### src/rtl/line_tap_reader_if.sv
// rtl/line_tap_reader_if.sv - line buffer tap inputs, read request and 3x3 window outputs
interface line_tap_reader_if #(
  parameter int DW = 10
);
  logic            VGA_VS;
  logic            LINE_START;
  logic [DW-1:0]   taps0x;
  logic [DW-1:0]   taps1x;
  logic [DW-1:0]   PIX_IN;
  logic            READ_Request;
  logic [12:0]     READ_Cont;
  logic [3*DW-1:0] WIN_TOP;
  logic [3*DW-1:0] WIN_MID;
  logic [3*DW-1:0] WIN_BOT;
  logic            WIN_VALID;
  logic [11:0]     WIN_X;
  logic [11:0]     WIN_Y;

  modport slave (
    input  VGA_VS, LINE_START, taps0x, taps1x, PIX_IN,
    output READ_Request, READ_Cont, WIN_TOP, WIN_MID, WIN_BOT, WIN_VALID, WIN_X, WIN_Y
  );

  modport master (
    output VGA_VS, LINE_START, taps0x, taps1x, PIX_IN,
    input  READ_Request, READ_Cont, WIN_TOP, WIN_MID, WIN_BOT, WIN_VALID, WIN_X, WIN_Y
  );
endinterface

### src/rtl/line_tap_reader.sv
// rtl/line_tap_reader.sv - reads one buffered line per LINE_START and assembles a sliding 3x3 window
module line_tap_reader #(
  parameter int H_ACTIVE = 640,
  parameter int DW       = 10
) (
  input  logic               VGA_CLK,
  input  logic               RST,
  line_tap_reader_if.slave   bus
);

  localparam int            AW        = 13;
  localparam logic [AW-1:0] LAST_ADDR = AW'(H_ACTIVE - 1);
  localparam logic [11:0]   CNT_MAX   = 12'hFFF;

  typedef enum logic [1:0] {
    IDLE  = 2'd0,
    PRIME = 2'd1,
    RUN   = 2'd2
  } state_t;

  state_t          state;
  state_t          state_next;

  logic [11:0]     line_cnt;
  logic            rd_req;
  logic [AW-1:0]   rd_addr;
  logic            pipe_valid;
  logic [AW-1:0]   pipe_addr;
  logic            line_run;
  logic [11:0]     line_y;

  logic [3*DW-1:0] row_top;
  logic [3*DW-1:0] row_mid;
  logic [3*DW-1:0] row_bot;
  logic            win_valid;
  logic [11:0]     win_x;
  logic [11:0]     win_y;

  logic            flush;
  logic            accept;
  logic            last_read;
  logic            emit;

  // A frame blank behaves like a reset of the line pipeline.
  assign flush     = RST | ~bus.VGA_VS;
  // The pipeline must drain before a new line clears the row registers.
  assign accept    = bus.LINE_START & (state != IDLE) & ~rd_req & ~pipe_valid;
  assign last_read = rd_req & (rd_addr == LAST_ADDR);
  assign emit      = pipe_valid & line_run & (state == RUN) & (pipe_addr >= AW'(2));

  always_ff @(posedge VGA_CLK) begin
    if (RST) begin
      state <= IDLE;
    end else begin
      state <= state_next;
    end
  end

  always_comb begin
    state_next = state;
    if (!bus.VGA_VS) begin
      state_next = IDLE;
    end else begin
      case (state)
        IDLE:    state_next = PRIME;
        PRIME:   if (line_cnt >= 12'd2) state_next = RUN;
        RUN:     state_next = RUN;
        default: state_next = IDLE;
      endcase
    end
  end

  always_ff @(posedge VGA_CLK) begin
    if (flush || state == IDLE) begin
      line_cnt <= '0;
    end else if (last_read && line_cnt != CNT_MAX) begin
      line_cnt <= line_cnt + 12'd1;
    end
  end

  always_ff @(posedge VGA_CLK) begin
    if (flush) begin
      rd_req   <= 1'b0;
      rd_addr  <= '0;
      line_run <= 1'b0;
      line_y   <= '0;
    end else if (accept) begin
      rd_req   <= 1'b1;
      rd_addr  <= '0;
      line_run <= (state == RUN);
      line_y   <= line_cnt - 12'd1;
    end else if (rd_req) begin
      if (last_read) begin
        rd_req  <= 1'b0;
        rd_addr <= '0;
      end else begin
        rd_addr <= rd_addr + AW'(1);
      end
    end
  end

  // Tracks the one-cycle RAM latency: data on the taps belongs to pipe_addr.
  always_ff @(posedge VGA_CLK) begin
    if (flush) begin
      pipe_valid <= 1'b0;
      pipe_addr  <= '0;
    end else begin
      pipe_valid <= rd_req;
      pipe_addr  <= rd_addr;
    end
  end

  always_ff @(posedge VGA_CLK) begin
    if (flush || accept) begin
      row_top   <= '0;
      row_mid   <= '0;
      row_bot   <= '0;
      win_valid <= 1'b0;
      win_x     <= '0;
      win_y     <= '0;
    end else if (pipe_valid) begin
      row_top   <= {row_top[2*DW-1:0], bus.taps0x};
      row_mid   <= {row_mid[2*DW-1:0], bus.taps1x};
      row_bot   <= {row_bot[2*DW-1:0], bus.PIX_IN};
      win_valid <= emit;
      if (emit) begin
        win_x <= 12'(pipe_addr - AW'(1));
        win_y <= line_y;
      end
    end else begin
      win_valid <= 1'b0;
    end
  end

  assign bus.READ_Request = rd_req;
  assign bus.READ_Cont    = rd_addr;
  assign bus.WIN_TOP      = row_top;
  assign bus.WIN_MID      = row_mid;
  assign bus.WIN_BOT      = row_bot;
  assign bus.WIN_VALID    = win_valid;
  assign bus.WIN_X        = win_x;
  assign bus.WIN_Y        = win_y;

endmodule

### src/flat_wrapper.sv
// flat-port wrapper written by rule: the top's interface ports become plain ports
module line_tap_reader_flat 
#(
  parameter int H_ACTIVE = 640,
  parameter int DW       = 10
)
  (VGA_CLK, RST, bus_VGA_VS, bus_LINE_START, bus_taps0x, bus_taps1x, bus_PIX_IN, bus_READ_Request, bus_READ_Cont, bus_WIN_TOP, bus_WIN_MID, bus_WIN_BOT, bus_WIN_VALID, bus_WIN_X, bus_WIN_Y);
  line_tap_reader_if #(.DW(DW)) bus_i ();
  input  logic VGA_CLK;
  input  logic RST;
  input wire logic [$bits(bus_i.VGA_VS)-1:0] bus_VGA_VS;
  input wire logic [$bits(bus_i.LINE_START)-1:0] bus_LINE_START;
  input wire logic [$bits(bus_i.taps0x)-1:0] bus_taps0x;
  input wire logic [$bits(bus_i.taps1x)-1:0] bus_taps1x;
  input wire logic [$bits(bus_i.PIX_IN)-1:0] bus_PIX_IN;
  output wire logic [$bits(bus_i.READ_Request)-1:0] bus_READ_Request;
  output wire logic [$bits(bus_i.READ_Cont)-1:0] bus_READ_Cont;
  output wire logic [$bits(bus_i.WIN_TOP)-1:0] bus_WIN_TOP;
  output wire logic [$bits(bus_i.WIN_MID)-1:0] bus_WIN_MID;
  output wire logic [$bits(bus_i.WIN_BOT)-1:0] bus_WIN_BOT;
  output wire logic [$bits(bus_i.WIN_VALID)-1:0] bus_WIN_VALID;
  output wire logic [$bits(bus_i.WIN_X)-1:0] bus_WIN_X;
  output wire logic [$bits(bus_i.WIN_Y)-1:0] bus_WIN_Y;
  assign bus_i.VGA_VS = bus_VGA_VS;
  assign bus_i.LINE_START = bus_LINE_START;
  assign bus_i.taps0x = bus_taps0x;
  assign bus_i.taps1x = bus_taps1x;
  assign bus_i.PIX_IN = bus_PIX_IN;
  assign bus_READ_Request = bus_i.READ_Request;
  assign bus_READ_Cont = bus_i.READ_Cont;
  assign bus_WIN_TOP = bus_i.WIN_TOP;
  assign bus_WIN_MID = bus_i.WIN_MID;
  assign bus_WIN_BOT = bus_i.WIN_BOT;
  assign bus_WIN_VALID = bus_i.WIN_VALID;
  assign bus_WIN_X = bus_i.WIN_X;
  assign bus_WIN_Y = bus_i.WIN_Y;
  line_tap_reader #(.H_ACTIVE(H_ACTIVE), .DW(DW)) u_core (.VGA_CLK(VGA_CLK), .RST(RST), .bus(bus_i));
endmodule
### config.mk
export PLATFORM = sky130hd
export DESIGN_NAME = line_tap_reader_flat
export DESIGN_NICKNAME = d
export VERILOG_FILES = /design/src/rtl/line_tap_reader_if.sv /design/src/rtl/line_tap_reader.sv /design/src/flat_wrapper.sv
export SDC_FILE = /design/constraint.sdc
export NUM_CORES = 1
export LEC_CHECK = 0
export CORE_ASPECT_RATIO = 0.6
export CORE_UTILIZATION = 49
export CTS_CLUSTER_SIZE = 30
export DETAILED_ROUTE_END_ITERATION = 16
export PLACE_DENSITY = 0.85
export SETUP_SLACK_MARGIN = 0.4
export SLEW_MARGIN = 0
export SYNTH_ARGS = -nofsm -noshare
export SYNTH_HDL_FRONTEND = slang
export SYNTH_SLANG_ARGS = --single-unit
### constraint.sdc
create_clock -name VGA_CLK -period 2.63 [get_ports VGA_CLK]
set_input_delay 0.263 -clock VGA_CLK [delete_from_list [all_inputs] [get_ports VGA_CLK]]
set_output_delay 0.263 -clock VGA_CLK [all_outputs]
set_load 0.02 [all_outputs]
After elaboration in Yosys (flattened, before gate mapping)
Index checks and enable logic that the tools add are counted.

Flip-flop bits (word level): 170. Input port bits: 34.

$lt $le $gt $ge: 2. Multiplexer cells: 6. Reductions and logical operators: 9. Bitwise logic cells: 11. $add $sub $neg: 4. Eq/ne operators: 5.

Operator list (count): subtractor 12 x 1 -> 12 bit (second input constant) (2); adder 13 x 1 -> 13 bit (second input constant) (1); == test 13 x 10 -> 1 bit (second input constant) (1); greater-or-equal comparator 13 x 2 -> 1 bit (second input constant) (1); 2-to-1 mux 13 bit (1); adder 12 x 1 -> 12 bit (second input constant) (1); greater-or-equal comparator 12 x 2 -> 1 bit (second input constant) (1); != test 12 bit (second input constant) (1); bitwise AND 1 bit (7); case mux 2 bit (3 select lines) (1); OR reduction 2 bit (3); 2-to-1 mux 1 bit (3); inverter 1 bit (3); == test 2 x 1 -> 1 bit (second input constant) (1); == test 2 bit (second input constant) (1); logical NOT 2 bit (1); logical OR 1 bit (2); 2-to-1 mux 2 bit (1); != test 2 x 1 -> 1 bit (second input constant) (1); AND reduction 2 bit (1); nonzero test 2 bit (1); logical AND 1 bit (1); bitwise OR 1 bit (1).

Logic depth before layout (Yosys ltp)
Depth after elaboration: 6. Depth in mapped cells: 8.

Least setup slack after synthesis
No wires, ideal clock.

Kind: register -> register. Start point: register u_core.rd_addr[0], in the netlist u_core.bus.READ_Cont[0]. End point: register u_core.line_cnt[2]. Setup time: 135 ps. Arrival: 1813 ps. Clock period less this slack: 1948 ps. Slack: 682 ps. Stages on the path, launching flop included: 9. Path through: dfxtp_1 > ha_1 > and3_1 > buf_2 > nand4_2 > buf_6 > buf_2 > o311ai_0 > o41ai_1.

Word-level cells in the longest chain between the ends: 3.

Ends and longest elaborated chain: start, declared (RTL line line_tap_reader.sv:26) `logic [AW-1:0] rd_addr;`; start signal, assigned (RTL line line_tap_reader.sv:97) `rd_addr <= rd_addr + AW'(1);`; == test 13 x 10 -> 1 bit (RTL line line_tap_reader.sv:48) `assign last_read = rd_req & (rd_addr == LAST_ADDR);`; bitwise AND 1 bit (RTL line line_tap_reader.sv:48); logical AND 1 bit (RTL line line_tap_reader.sv:76) `end else if (last_read && line_cnt != CNT_MAX) begin`; end signal, assigned (RTL line line_tap_reader.sv:77) `line_cnt <= line_cnt + 12'd1;`; end, declared (RTL line line_tap_reader.sv:24) `logic [11:0] line_cnt;`.

No other way between the ends. A chain may end at the register's enable or synchronous reset.

Worst setup path in the final report
Start point: register u_core.rd_addr[0], in the netlist u_core.bus.READ_Cont[0]. End point: register u_core.line_cnt[6].

Same word-level chain as after synthesis.

==> parameters.txt <==
Parameter                              Value

Floorplanning
  Placeable Area ... 13,100 um^2
  Die Y ... 92.9 um
  Cell Rows ... 32
  Starting density of the core ... about half
  Die span in x ... around 150 um
  Number of placed I/O pins ... 163
  Die area ... 14,300 um^2

Power and ir drop
  Overall power after layout ... 5.13 mW
  Sequential cell fraction of total power ... 50.4%
  Static leakage power ... approximately 3.1 nW
  Switching fraction of total power ... 22.4%
  Combinational power share ... 3.3%
  Pwr Density ... 564 nW/um^2
  Switching power ... 1.15 mW
  Worst IR drop on VDD ... 0.437 mV
  Cell internal power dissipation ... 3.98 mW
  Portion of total power attributed to the clock network ... 46.3%

Critical path
  Worst-path maximum fanout ... 21
  Critical path start-end classification ... reg -> reg
  Signal arrival time at the worst endpoint ... 2.42 ns
  Critical Path Start Type ... flop
  Critical Path End Type ... flop
  Required time of the worst setup path ... 2.97 ns

GRT
  Total track usage ... 22.5%
  Global-route wire length before repair ... between 20,000 and 30,000 um
  Vias in the first global route ... 4,926
  Maximum number of pins on one net before global-route repair ... 91
  Number of antenna violations at the first check in global routing ... 0
  Total congestion overflow ... 0

Logic synthesis
  Dominant synthesized flop cell ... sky130_fd_sc_hd__dfxtp_1
  Post-synth cell types ... 46
  Most common cell in the synthesized netlist ... sky130_fd_sc_hd__dfxtp_1
  EDFF count, synth ... 0
  Number of synthesis warnings ... 0
  Flop and latch count out of synthesis ... 170
  Average size of a mapped cell ... 9.67 um^2
  Total nets after synthesis ... 741
  Most common library cells after synthesis ... sky130_fd_sc_hd__dfxtp_1, sky130_fd_sc_hd__nor2_1, sky130_fd_sc_hd__mux2i_1, sky130_fd_sc_hd__a21oi_1, sky130_fd_sc_hd__nand3_1
  Mapped cell area ... 6750 um^2
  Post-synth ARST share ... 0%
  Sequential-to-total area share from yosys stat ... 50.4%
  Top post-synthesis cells by area ... sky130_fd_sc_hd__dfxtp_1, sky130_fd_sc_hd__mux2i_1, sky130_fd_sc_hd__nor2_1, sky130_fd_sc_hd__a21oi_1, sky130_fd_sc_hd__xor2_1
  Top-area cell type share of the netlist area ... 50.4%
  Gate count of the mapped netlist ... roughly 700
  Largest area contributor in the netlist ... sky130_fd_sc_hd__dfxtp_1

CTS
  Total number of H-tree levels ... 4
  TritonCTS clock tree ... yes
  Sink Count ... 170
  Clock network latency to the later pin of the worst-skew pair ... 0.41 ns
  Number of setup buffers added after CTS ... 0
  Cell at the root of the clock tree ... sky130_fd_sc_hd__clkbuf_16
  Clock buffer depth ... 2
  Clock transition at the registers of the reported paths ... 0.07 ns
  Clock buffers created by TritonCTS ... 17
  Hold-fix buffers at CTS ... 0
  Cts repair resizes ... 0

Timing
  Setup repair after global routing missed its margin ... no
  Fin Setup TNS ... 0 ns
  Tmin final ... 2.08 ns
  Fmax ... 0.480 GHz
  Setup violators final ... 0
  Final slew viol count ... 0
  Final Hold Violating Endpoints ... 0
  Share of the clock period used by the worst path ... 79.2%
  Max Clock Skew ... 0.00765 ns
  Worst-margin pin slew ... approximately 0.87 ns
  Worst slew margin relative to its limit ... 41.8%

Layout
  Design Area, Final ... 9090 um^2
  Final layout net count ... 886
  Diodes inserted ... 0
  Number of standard cells in the layout, taps in and fillers out ... 1,025
  Ratio of cells with drive above 1 in the final layout ... around 6.5%
  Layout overhead on the synthesized area ... 34.7%
  Final-layout fill cell count ... 1,041

Place
  Port Buffers ... between 150 and 200
  Post-DP HPWL ... 11,100 um
  Cell Area, Placed ... 8510 um^2
  Instance count after placement with tap cells included ... 994
  Placer congestion estimate ... between 0.8 and 0.9

Route
  Post-detailed-route DRC marker count ... 0
  DRT antenna net count ... 0
  Wire per inst ... 15.5 um
  Via density ... 5.30
  Length of the first detailed-routing pass in iterations ... 4
  Final routed wirelength across all metal layers ... 15,900 um
  Via Count ... around 5,400
  Initial drt markers ... between 200 and 300

Run status
  Result of the run ... finished clean

Job
  Max-cap viol count ... 0

Min path
  Worst min-delay path class ... in -> reg
metal layers:
| metal | share of wire (%) | vias to the layer above | track usage [%] | routed length [um] |
|---|---|---|---|---|
| li1 | - | 2728 | - | - |
| met1 | 49 | 2522 | 31.7 | 7850 |
| met2 | 43 | 166 | 33.4 | 6770 |
| met3 | 6.9 | 15 | 6.22 | 1090 |
| met4 | 1.0 | 0 | 6.58 | 159 |
| met5 | 0 | - | 0 | 0 |
critical path, cell delays in order (launching register included):
cell                      delay, ns
sky130_fd_sc_hd__dfxtp_1       0.40
sky130_fd_sc_hd__ha_1          0.21
sky130_fd_sc_hd__and3_1        0.35
sky130_fd_sc_hd__nand4_4       0.31
sky130_fd_sc_hd__or4_1         0.57
sky130_fd_sc_hd__a21oi_1       0.16
path summary, 6_finish.rpt:
| check | from | end | slack [ns] | cells after the start |
|---|---|---|---|---|
| max | u_core.bus.READ_Cont[0]$_SDFFE_PP0P_ | u_core.line_cnt[6]$_SDFFE_PP0P_ | 0.55 | 5 |
| min | bus_taps1x[9] | u_core.bus.WIN_MID[9]$_SDFFE_PP0P_ | 0.46 | 3 |
| max reg2reg | u_core.bus.READ_Cont[0]$_SDFFE_PP0P_ | u_core.line_cnt[6]$_SDFFE_PP0P_ | 0.55 | 5 |
| min reg2reg | u_core.line_y[9]$_SDFFE_PP0P_ | u_core.bus.WIN_Y[9]$_SDFFE_PP0P_ | 0.46 | 2 |
cells in the final DEF, fill, tap and decap left out, drive strengths merged, types with 19 or more instances in the layout:
cell type | netlist | layout
mux2i | 94 | 94
xor2 | 19 | 19
nor2 | 121 | 121
nand2 | 20 | 20
a21oi | 41 | 41
clkdlybuf4s50 | 0 | 162
dfxtp | 170 | 170
nand3 | 28 | 28
o21ai | 21 | 21
area by class of cell:
class	instances	area, um^2	share of cell area (%)
multi-input cells	470	3110	34.2
flip-flops and latches	170	3410	37.5
repair buffers	176	1760	19.4
clock buffers	17	425	4.68
clock inverters	14	140	1.54
well taps	170	213	2.34
inverters	8	30.0	0.330
state kept, by name (all words and copies together) (netlist names), 12 cells and up:
| signal | count |
|---|---|
| u_core.bus.READ_Cont | 13 |
| u_core.bus.WIN_BOT | 30 |
| u_core.bus.WIN_X | 12 |
| u_core.pipe_addr | 13 |
| u_core.line_cnt | 12 |
| u_core.bus.WIN_MID | 30 |
| u_core.bus.WIN_TOP | 30 |
| u_core.bus.WIN_Y | 12 |
| u_core.line_y | 12 |
cells by family after synthesis:
logic type | after synthesis | share of synthesized area (%)
xor gates and xnor gates | 28 | 3.63
DFF | 170 | 50.4
muxes | 94 | 13.9
AOI/OAI and AO/OA | 93 | 8.17
and+or+nand+nor | 246 | 18.3
buffers and inverters | 58 | 3.86
adders and majority gates | 9 | 1.67
power by group through the flow:
stage               combinational (mW)  clock, mW  sequential, mW
finish                           0.168       2.38            2.59
global route                     0.182       2.56            2.59
CTS                              0.169       2.43            2.59
detailed placement               0.168          0            2.65
global placement                 0.166          0            2.64
floorplan                       0.0865          0            2.65
per-stage QoR:
stage                     worst slack, ns  hold slack [ns]  utilization [%]
after floorplan                     0.682            0.411                -
after global placement              0.512            0.450             64.8
after detailed placement            0.443            0.458             64.8
after CTS                           0.413            0.451             69.1
after global routing                0.415            0.456             69.2
final                               0.547            0.460             69.2
Power figures use the tool's default switching activity.
